### config.mk
export PLATFORM = sky130hd
export DESIGN_NAME = seg7_scan_driver_flat
export DESIGN_NICKNAME = d
export VERILOG_FILES = /design/src/rtl/seg7_pkg.sv /design/src/rtl/seg7_scan_driver_if.sv /design/src/rtl/seg7_hex_font.sv /design/src/rtl/seg7_scan_driver.sv /design/src/flat_wrapper.sv
export SDC_FILE = /design/constraint.sdc
export NUM_CORES = 1
export LEC_CHECK = 0
export ABC_AREA = 1
export ABC_CLOCK_PERIOD_IN_PS = 3800
export CAP_MARGIN = 25
export CORE_MARGIN = 8
export CORE_UTILIZATION = 61
export CTS_CLUSTER_DIAMETER = 80
export CTS_CLUSTER_SIZE = 24
export DETAILED_ROUTE_END_ITERATION = 10
export PLACE_DENSITY = 0.85
export SYNTH_ARGS = -nofsm -noshare
export SYNTH_HDL_FRONTEND = slang
export SYNTH_HIERARCHICAL = 1
export SYNTH_SLANG_ARGS = --single-unit
### constraint.sdc
create_clock -name clk -period 3.8 [get_ports clk]
set_input_delay 0.76 -clock clk [delete_from_list [all_inputs] [get_ports clk]]
set_output_delay 0.76 -clock clk [all_outputs]
set_load 0.03 [all_outputs]
### src/rtl/seg7_pkg.sv
// Shared constants, the hex font and parameter legality check for the
// seven-segment scan driver.
package seg7_pkg;

  localparam logic [6:0] SEG_BLANK = 7'h7F;

  // Active-low {g,f,e,d,c,b,a} for a common-anode digit.
  function automatic logic [6:0] seg7_font(input logic [3:0] nibble);
    case (nibble)
      4'h0:    return 7'b1000000;
      4'h1:    return 7'b1111001;
      4'h2:    return 7'b0100100;
      4'h3:    return 7'b0110000;
      4'h4:    return 7'b0011001;
      4'h5:    return 7'b0010010;
      4'h6:    return 7'b0000010;
      4'h7:    return 7'b1111000;
      4'h8:    return 7'b0000000;
      4'h9:    return 7'b0011000;
      4'hA:    return 7'b0001000;
      4'hB:    return 7'b0000011;
      4'hC:    return 7'b1000110;
      4'hD:    return 7'b0100001;
      4'hE:    return 7'b0000110;
      default: return 7'b0001110;
    endcase
  endfunction

  function automatic bit seg7_params_ok(input int num_digits, input int div);
    return (num_digits >= 1) && (num_digits <= 8) && (div >= 2);
  endfunction

endpackage

### src/rtl/seg7_scan_driver_if.sv
// Display-register side (load/value/dp_in) and pin side (seg/dp/an) of the
// seven-segment scan driver, bundled for connection.
interface seg7_scan_driver_if #(
  parameter int NUM_DIGITS = 4
);
  logic                    load;
  logic [4*NUM_DIGITS-1:0] value;
  logic [NUM_DIGITS-1:0]   dp_in;
  logic [6:0]              seg;
  logic                    dp;
  logic [NUM_DIGITS-1:0]   an;
  logic                    frame_done;

  modport master (
    output load, value, dp_in,
    input  seg, dp, an, frame_done
  );

  modport slave (
    input  load, value, dp_in,
    output seg, dp, an, frame_done
  );
endinterface

### src/rtl/seg7_hex_font.sv
// Combinational hex-nibble to active-low seven-segment decoder.
module seg7_hex_font
  import seg7_pkg::*;
(
  input  logic [3:0] nibble_i,
  output logic [6:0] seg_o
);

  assign seg_o = seg7_font(nibble_i);

endmodule

### src/rtl/seg7_scan_driver.sv
// Time-multiplexed common-anode seven-segment driver with tear-free frame
// commit. Define SEG7_LZB_EN to enable leading-zero blanking.
module seg7_scan_driver
  import seg7_pkg::*;
#(
  parameter int NUM_DIGITS = 4,
  parameter int DIV        = 50000
) (
  input  logic               clk,
  input  logic               resetn,
  seg7_scan_driver_if.slave  bus
);

  if (!seg7_params_ok(NUM_DIGITS, DIV)) begin : g_bad_params
    $error("seg7_scan_driver: NUM_DIGITS must be 1..8 and DIV >= 2");
  end

  localparam int PW = $clog2(DIV);
  localparam int IW = (NUM_DIGITS > 1) ? $clog2(NUM_DIGITS) : 1;
  localparam logic [PW-1:0] PCNT_LAST = PW'(DIV - 1);
  localparam logic [IW-1:0] IDX_LAST  = IW'(NUM_DIGITS - 1);

  logic [PW-1:0]                pcnt_q, pcnt_d;
  logic [IW-1:0]                idx_q, idx_d;
  logic [NUM_DIGITS-1:0][3:0]   shadow_val_q, shadow_val_d;
  logic [NUM_DIGITS-1:0]        shadow_dp_q, shadow_dp_d;
  logic [NUM_DIGITS-1:0][3:0]   disp_val_q, disp_val_d;
  logic [NUM_DIGITS-1:0]        disp_dp_q, disp_dp_d;
  logic                         pending_q, pending_d;
  logic [6:0]                   seg_q, seg_d;
  logic                         dp_q, dp_d;
  logic [NUM_DIGITS-1:0]        an_q, an_d;
  logic                         frame_done_q, frame_done_d;

  logic                         tick;
  logic                         commit_tick;
  logic [3:0]                   cur_nib;
  logic [6:0]                   font_seg;
  logic [NUM_DIGITS-1:0]        blank_mask;

  assign tick        = (pcnt_q == PCNT_LAST);
  assign commit_tick = tick && (idx_q == IDX_LAST);

  // Prescaler, digit ring and the shadow/display handover.
  always_comb begin
    // NOTE: every signal gets a default first so no path leaves it unassigned (no latch).
    pcnt_d       = tick ? '0 : pcnt_q + PW'(1);
    idx_d        = idx_q;
    shadow_val_d = shadow_val_q;
    shadow_dp_d  = shadow_dp_q;
    disp_val_d   = disp_val_q;
    disp_dp_d    = disp_dp_q;
    pending_d    = pending_q;

    if (tick) begin
      idx_d = (idx_q == IDX_LAST) ? '0 : idx_q + IW'(1);
    end

    if (bus.load) begin
      shadow_val_d = bus.value;
      shadow_dp_d  = bus.dp_in;
      pending_d    = 1'b1;
    end

    // A load landing on the frame boundary skips the shadow and shows next frame.
    if (commit_tick) begin
      if (bus.load) begin
        disp_val_d = bus.value;
        disp_dp_d  = bus.dp_in;
        pending_d  = 1'b0;
      end else if (pending_q) begin
        disp_val_d = shadow_val_q;
        disp_dp_d  = shadow_dp_q;
        pending_d  = 1'b0;
      end
    end
  end

`ifdef SEG7_LZB_EN
  // A digit is blank when it and every digit above it are zero; digit 0 never blanks.
  always_comb begin
    logic zeros_above;
    zeros_above = 1'b1;
    blank_mask  = '0;
    for (int k = NUM_DIGITS - 1; k > 0; k--) begin
      zeros_above   = zeros_above && (disp_val_q[k] == 4'h0);
      blank_mask[k] = zeros_above;
    end
  end
`else
  assign blank_mask = '0;
`endif

  assign cur_nib = disp_val_q[idx_q];

  seg7_hex_font u_font (
    .nibble_i (cur_nib),
    .seg_o    (font_seg)
  );

  // Pin outputs, registered from the current scan state.
  always_comb begin
    seg_d        = blank_mask[idx_q] ? SEG_BLANK : font_seg;
    dp_d         = ~disp_dp_q[idx_q];
    an_d         = '1;
    frame_done_d = commit_tick;
    // The first cycle of each slot stays dark so the previous digit cannot ghost.
    if (pcnt_q != '0) begin
      an_d[idx_q] = 1'b0;
    end
  end

  always_ff @(posedge clk or negedge resetn) begin
    if (!resetn) begin
      pcnt_q       <= '0;
      idx_q        <= '0;
      // NOTE: shadow and display are a handful of flops, not a RAM, so they reset too.
      shadow_val_q <= '0;
      shadow_dp_q  <= '0;
      disp_val_q   <= '0;
      disp_dp_q    <= '0;
      pending_q    <= 1'b0;
      seg_q        <= SEG_BLANK;
      dp_q         <= 1'b1;
      an_q         <= '1;
      frame_done_q <= 1'b0;
    end else begin
      // NOTE: non-blocking so every register samples the pre-edge values.
      pcnt_q       <= pcnt_d;
      idx_q        <= idx_d;
      shadow_val_q <= shadow_val_d;
      shadow_dp_q  <= shadow_dp_d;
      disp_val_q   <= disp_val_d;
      disp_dp_q    <= disp_dp_d;
      pending_q    <= pending_d;
      seg_q        <= seg_d;
      dp_q         <= dp_d;
      an_q         <= an_d;
      frame_done_q <= frame_done_d;
    end
  end

  assign bus.seg        = seg_q;
  assign bus.dp         = dp_q;
  assign bus.an         = an_q;
  assign bus.frame_done = frame_done_q;

endmodule

### src/flat_wrapper.sv
// flat-port wrapper written by rule: the top's interface ports become plain ports
module seg7_scan_driver_flat import seg7_pkg::*;
#(
  parameter int NUM_DIGITS = 4,
  parameter int DIV        = 50000
)
  (clk, resetn, bus_load, bus_value, bus_dp_in, bus_seg, bus_dp, bus_an, bus_frame_done);
  seg7_scan_driver_if #(.NUM_DIGITS(NUM_DIGITS)) bus_i ();
  input  logic clk;
  input  logic resetn;
  input wire logic [$bits(bus_i.load)-1:0] bus_load;
  input wire logic [$bits(bus_i.value)-1:0] bus_value;
  input wire logic [$bits(bus_i.dp_in)-1:0] bus_dp_in;
  output wire logic [$bits(bus_i.seg)-1:0] bus_seg;
  output wire logic [$bits(bus_i.dp)-1:0] bus_dp;
  output wire logic [$bits(bus_i.an)-1:0] bus_an;
  output wire logic [$bits(bus_i.frame_done)-1:0] bus_frame_done;
  assign bus_i.load = bus_load;
  assign bus_i.value = bus_value;
  assign bus_i.dp_in = bus_dp_in;
  assign bus_seg = bus_i.seg;
  assign bus_dp = bus_i.dp;
  assign bus_an = bus_i.an;
  assign bus_frame_done = bus_i.frame_done;
  seg7_scan_driver #(.NUM_DIGITS(NUM_DIGITS), .DIV(DIV)) u_core (.clk(clk), .resetn(resetn), .bus(bus_i));
endmodule
==> flow_summary.json, run 1 <==
{
  "rrSetupSlack_ps": 1490,
  "cts_root_buffer": "clkbuf_8",
  "setup_violations": 0,
  "cts.htree.levels": 3,
  "coreArea_um2": 5510,
  "die_area_um2": 8370,
  "dp_hpwl_um": 5020,
  "pin_count": 36,
  "gp_congestion": 0.904,
  "slew_violations": 0,
  "vias_per_cell": 5.25,
  "final_common_cell": "nand2_1",
  "grt_max_degree": 29,
  "end_kind": "register",
  "die_h_um": 91.5,
  "grt_pass1_wl_um": 12400,
  "synth-seq-area-share_pct": 52.2,
  "synthTopCellsByArea": "dfrtp_1 (43%), nand2_1 (16%), dfstp_2 (9.1%), nor2_1 (4.4%), ha_1 (4.3%)",
  "cts.sinks": 72,
  "path_class": "input port to register",
  "yosys_warnings": 6,
  "use_met3_pct": 4.94,
  "arrival_ps": 2780,
  "status": "finished, final reports clean",
  "cts_setup_buffers": 0,
  "initial_core_util_pct": 63.1,
  "cts.path.max_buffers": 2,
  "area_delta_synth_final_pct": 15.7,
  "drt_iter0_drc": 180,
  "max_freq_mhz": 392,
  "gr-usage-all-layers_pct": 17.8,
  "maxCapViolations": 0,
  "portBuffers": 35,
  "synthesis.nets": 452,
  "synth_top_family_by_area": "simple AND/OR/NAND/NOR gates",
  "r2r-end": "u_core/bus.seg[3]",
  "cp_slowest_cell": "nand4_1",
  "final_nets": 487,
  "cts_tree": "built",
  "ys_types": 26,
  "avgSynthCellArea_um2": 8.34,
  "syn_area_um2": 3480,
  "grt_use_met2_pct": 28.0,
  "fin_util_pct": 73.1,
  "yosys.area_share.simple_pct": 30.3,
  "relSlewSlack_pct": 47.0,
  "clock_skew_ps": 12.5,
  "finalSetupTns_ps": 0,
  "use_met1_pct": 22.3,
  "synth_top_area_share_pct": 43.2,
  "diodes": 0,
  "startpoint_type": "input port",
  "final_cell_mix": "nand2_1 (150), dfrtp_1 (60), nor2_1 (41)",
  "final-hold-violation-count": 0,
  "hold_class": "input port to asynchronous set/reset pin",
  "overflow": 0,
  "drc": 0,
  "period_needed_ps": 2550,
  "cp_top_family": "simple AND/OR/NAND/NOR gates",
  "synth_xor_area_share_pct": 1.51,
  "clk_latency_ps": 350,
  "busiest_layer": "met2",
  "antenna_found_initial": 0,
  "cts_resized": 0,
  "drtAntennaViolNets": 0,
  "synth_top_area_cell": "dfrtp_1",
  "synth_seq_cells": 72,
  "peakVddDrop_mv": 0.289,
  "path_buf_inv": 3,
  "r2r_start": "u_core/idx_q[0]",
  "finalCritPeriodShare_pct": 67.2,
  "syn_inst": 417,
  "power_density_nw_per_um2": 359,
  "drive_above_1_share_pct": 9.63,
  "first_pass_iters": 4,
  "clk_pin_slew_ps": 80,
  "grt_pass1_vias": 2728,
  "die-width_um": 91.5,
  "postCtsHoldBufs": 0,
  "path_max_fanout": 22,
  "synthAdderAreaFrac_pct": 4.32,
  "num_rows": 27,
  "cts_made_buffers": 9,
  "crit_chain": "clkdlybuf4s50_1 -> buf_4 -> or2_0 -> buf_4 -> nand4_1 -> nand2_1 -> nand2_1",
  "synth-compound-area-share_pct": 4.32,
  "max_slew.worst_pin.slew_ps": 794,
  "cpPeakStageDelay_ps": 630,
  "num-fill-cells": 418,
  "rsz0062_at_grt": "false",
  "wirelength_um": 6950,
  "synthMuxAreaShare_pct": 0,
  "p_leak_nw": 2.03,
  "critPathLaunch": "bus_load",
  "cp.required_ps": 4030,
  "routedWlPerCell_um": 13.1,
  "vias": 2778,
  "ff2ff_path_depth": 10
}
[layout make-up]
class                           instances  area, um^2  area share (%)
Clock inverter                          5        58.8            1.46
Inverter                               36         135            3.36
Clock buffer                           11         131            3.27
Sequential cell                        72        1820            45.2
Timing Repair Buffer                   40         383            9.52
Multi-Input combinational cell        293        1410            35.0
Tap cell                               72        90.1            2.24
[through the flow]
step	power, mW	hold WS (ps)	setup WS [ps]	area [um^2]	std cells
2_1_floorplan	0.828	438	1890	3480	417
3_3_place_gp	0.874	457	1000	3830	513
3_5_place_dp	0.877	464	878	3830	513
4_1_cts	1.46	406	1250	4020	529
5_1_grt	1.50	443	1040	4020	529
6_report	1.44	393	1250	4020	529
[flip-flops by register name, indices dropped and copies added (netlist names)]
name,cells
u_core/pending_q,1
u_core/disp_val_q,16
u_core/shadow_dp_q,4
u_core/disp_dp_q,4
u_core/idx_q,2
u_core/pcnt_q,16
u_core/bus.an,4
u_core/bus.frame_done,1
u_core/shadow_val_q,16
u_core/bus.seg,7
u_core/bus.dp,1
[cell usage after synthesis]
library cell	count
nand2_1	150
dfrtp_1	60
nor2_1	41
inv_1	33
nand4_1	24
nand3_1	16
o21ai_0	13
dfstp_2	12
ha_1	12
a21oi_1	8
clkbuf_1	6
xor2_1	6
buf_6	5
nand2_2	5
nor3b_1	4
o22ai_1	4
inv_2	3
nor2_2	3
buf_2	2
buf_4	2
nor3_1	2
o21ai_1	2
a32o_1	1
clkbuf_8	1
nor2_4	1
or2_0	1
[cell families after synthesis]
kind of cell / after synthesis
AND/OR/NAND/NOR: 247
flip-flops: 72
buffers and inverters: 52
AO/OA/AOI/OAI: 28
adder cells (fa/ha/maj): 12
XOR/XNOR: 6
[worst max-delay path by stage]
stage                                        to  cells past startpoint  slack (ps)
after floorplan               u_core/bus.seg[3]                     11        1890
after global placement     u_core/disp_val_q[1]                      7        1000
after global routing       u_core/disp_val_q[6]                      7        1040
final                     u_core/disp_val_q[12]                      7        1250
after detailed placement  u_core/disp_val_q[12]                      7         880
after CTS                 u_core/disp_val_q[12]                      7        1250
[routing by layer]
layer	wire, um	part of all wire (%)
met5	0	0
met4	120	1.7
met3	391	5.6
met2	3200	46
met1	3230	47
[where the power goes]
group          total (mW)  internal, mW  switching (mW)
Clock               0.584         0.303           0.280
Sequential          0.790         0.785         0.00503
Combinational      0.0707        0.0297          0.0409
Note: power is estimated with default switching activity, not from simulation.
==> inputs of run 2 (changes only) <==
ABC_CLOCK_PERIOD_IN_PS = 2450   (was 3800)
CORE_UTILIZATION = 56   (was 61)
PLACE_DENSITY = 0.79   (was 0.85)
clock period = 2.45 ns   (was 3.8 ns; I/O delays follow)
==> run 2 against run 1 <==
Against the previous run: global-route usage is 0.70 points lower; worst setup slack worse by 810 ps; combinational power is 54% higher; count of clock-buffer cells in the layout down 1; sequential share of layout area down 0.36 points; critical path type is now register to register; critical endpoint is now u_core/bus.seg[3].
==> flow_summary.json, run 2 (same netlist as run 1, synthesis figures left out) <==
{
  "maxCapViolations": 0,
  "finalCritPeriodShare_pct": 82.2,
  "cts_setup_buffers": 0,
  "combPwrFrac_pct": 4.9,
  "regArea_um2": 1820,
  "clock_power_share_pct": 40.6,
  "max_slew.worst_pin.slew_ps": 591,
  "p_sw_share_pct": 22.9,
  "max_freq_mhz": 496,
  "portBuffers": 35,
  "vias": 2817,
  "vias_per_cell": 5.28,
  "routedWlPerCell_um": 13.5,
  "wirelength_um": 7210,
  "peakVddDrop_mv": 0.447,
  "arrival_ps": 2300,
  "period_needed_ps": 2010,
  "antenna_found_initial": 0,
  "die_h_um": 94.8,
  "die_area_um2": 8990,
  "gr-usage-all-layers_pct": 17.1,
  "grt_max_degree": 73,
  "final-hold-violation-count": 0,
  "cp.required_ps": 2740,
  "postCtsHoldBufs": 0,
  "pin_count": 36,
  "setup_violations": 0,
  "dp.cells": 518,
  "cts.path.max_buffers": 2,
  "grt_pass1_wl_um": 12300,
  "initial_core_util_pct": 58.4,
  "drc": 0,
  "cts_tree": "built",
  "fin_util_pct": 68.1,
  "hold_class": "input port to asynchronous set/reset pin",
  "coreArea_um2": 5960,
  "clock_skew_ps": 4.38,
  "grt_pass1_vias": 2736,
  "num-fill-cells": 510,
  "end_kind": "register",
  "cts_resized": 0,
  "rsz0062_at_grt": "false",
  "power.internal_mw": 1.73,
  "die-width_um": 94.8,
  "instances_no_fill": 534,
  "p_leak_nw": 2.05,
  "final_cell_mix": "nand2_1 (150), dfrtp_1 (59), nor2_1 (41)",
  "diodes": 0,
  "gp_congestion": 0.838,
  "drive_above_1_share_pct": 10.7,
  "cts.htree.levels": 3,
  "path_max_fanout": 14,
  "final_common_cell": "nand2_1",
  "post_dp_cell_area_um2": 3860,
  "p_sw_uw": 515,
  "top_regs": "u_core/disp_val_q x16, u_core/pcnt_q x16, u_core/shadow_val_q x16",
  "status": "finished, final reports clean",
  "holdWs_ps": 161,
  "cts_made_buffers": 9,
  "clk_latency_ps": 340,
  "sequentialPowerShare_pct": 54.6,
  "relSlewSlack_pct": 60.5,
  "dp_hpwl_um": 5120,
  "startpoint_type": "register",
  "path_class": "register to register",
  "final_nets": 489,
  "overflow": 0,
  "cts.sinks": 72,
  "clk_pin_slew_ps": 70,
  "slew_violations": 0,
  "drtAntennaViolNets": 0,
  "cts_root_buffer": "clkbuf_8",
  "power_density_nw_per_um2": 554,
  "area_delta_synth_final_pct": 16.7,
  "finalSetupTns_ps": 0,
  "design_area_um2": 4060,
  "multi_input_area_um2": 1410,
  "drt_iter0_drc": 139,
  "first_pass_iters": 5,
  "num_rows": 28
}
run 2: critical path, cell delays in order, from the launching register on:
cell,delay [ps]
dfrtp_2,520
clkinvlp_4,280
o21ai_0,270
o22ai_1,170
inv_1,170
ha_1,280
inv_1,60
nand2_1,40
nand2_1,60
nand2_1,40
nand2_1,60
run 2: final timing paths:
| path | startpoint | to | slack, ps | depth (start not counted) |
|---|---|---|---|---|
| worst min register to register | u_core/shadow_val_q[6] | u_core/shadow_val_q[6] | 480 | 2 |
| worst min-delay path | resetn | u_core/pcnt_q[7] | 160 | 2 |
| worst max register to register | u_core/idx_q[0] | u_core/bus.seg[3] | 440 | 10 |
| min in group clk | u_core/shadow_val_q[6] | u_core/shadow_val_q[6] | 480 | 2 |
| worst max-delay path | u_core/idx_q[0] | u_core/bus.seg[3] | 440 | 10 |
| max in group asynchronous | resetn | u_core/bus.dp | 1950 | 2 |
run 2: area by class of cell:
class                      instances  share of cell area (%)
clock inverter                     6                    1.51
multi-input combinational        293                    34.7
inverter                          36                    3.42
clock buffer                      10                    3.15
timing repair buffer              42                    10.1
sequential                        72                    44.8
tap                               75                    2.31
run 2: per-stage QoR:
step / power, mW / setup slack (ps)
after floorplan: 1.28 / 542
after global placement: 1.36 / 308
after detailed placement: 1.36 / 283
after CTS: 2.27 / 257
after global routing: 2.34 / 188
final: 2.25 / 436
run 2: power groups by stage:
| stage | sequential [mW] | clock (mW) | combinational [mW] |
|---|---|---|---|
| floorplan | 1.25 | 0 | 0.0390 |
| global placement | 1.25 | 0 | 0.108 |
| detailed placement | 1.25 | 0 | 0.111 |
| CTS | 1.23 | 0.931 | 0.111 |
| global route | 1.23 | 0.988 | 0.124 |
| finish | 1.23 | 0.911 | 0.109 |
run 2: routing by layer:
layer	wire length (um)	GRT usage [%]	vias to the layer above
met3	410	4.44	15
met2	3310	26.7	84
met4	144	7.54	0
met1	3340	22.0	1323
met5	0	0	-
li1	-	-	1395
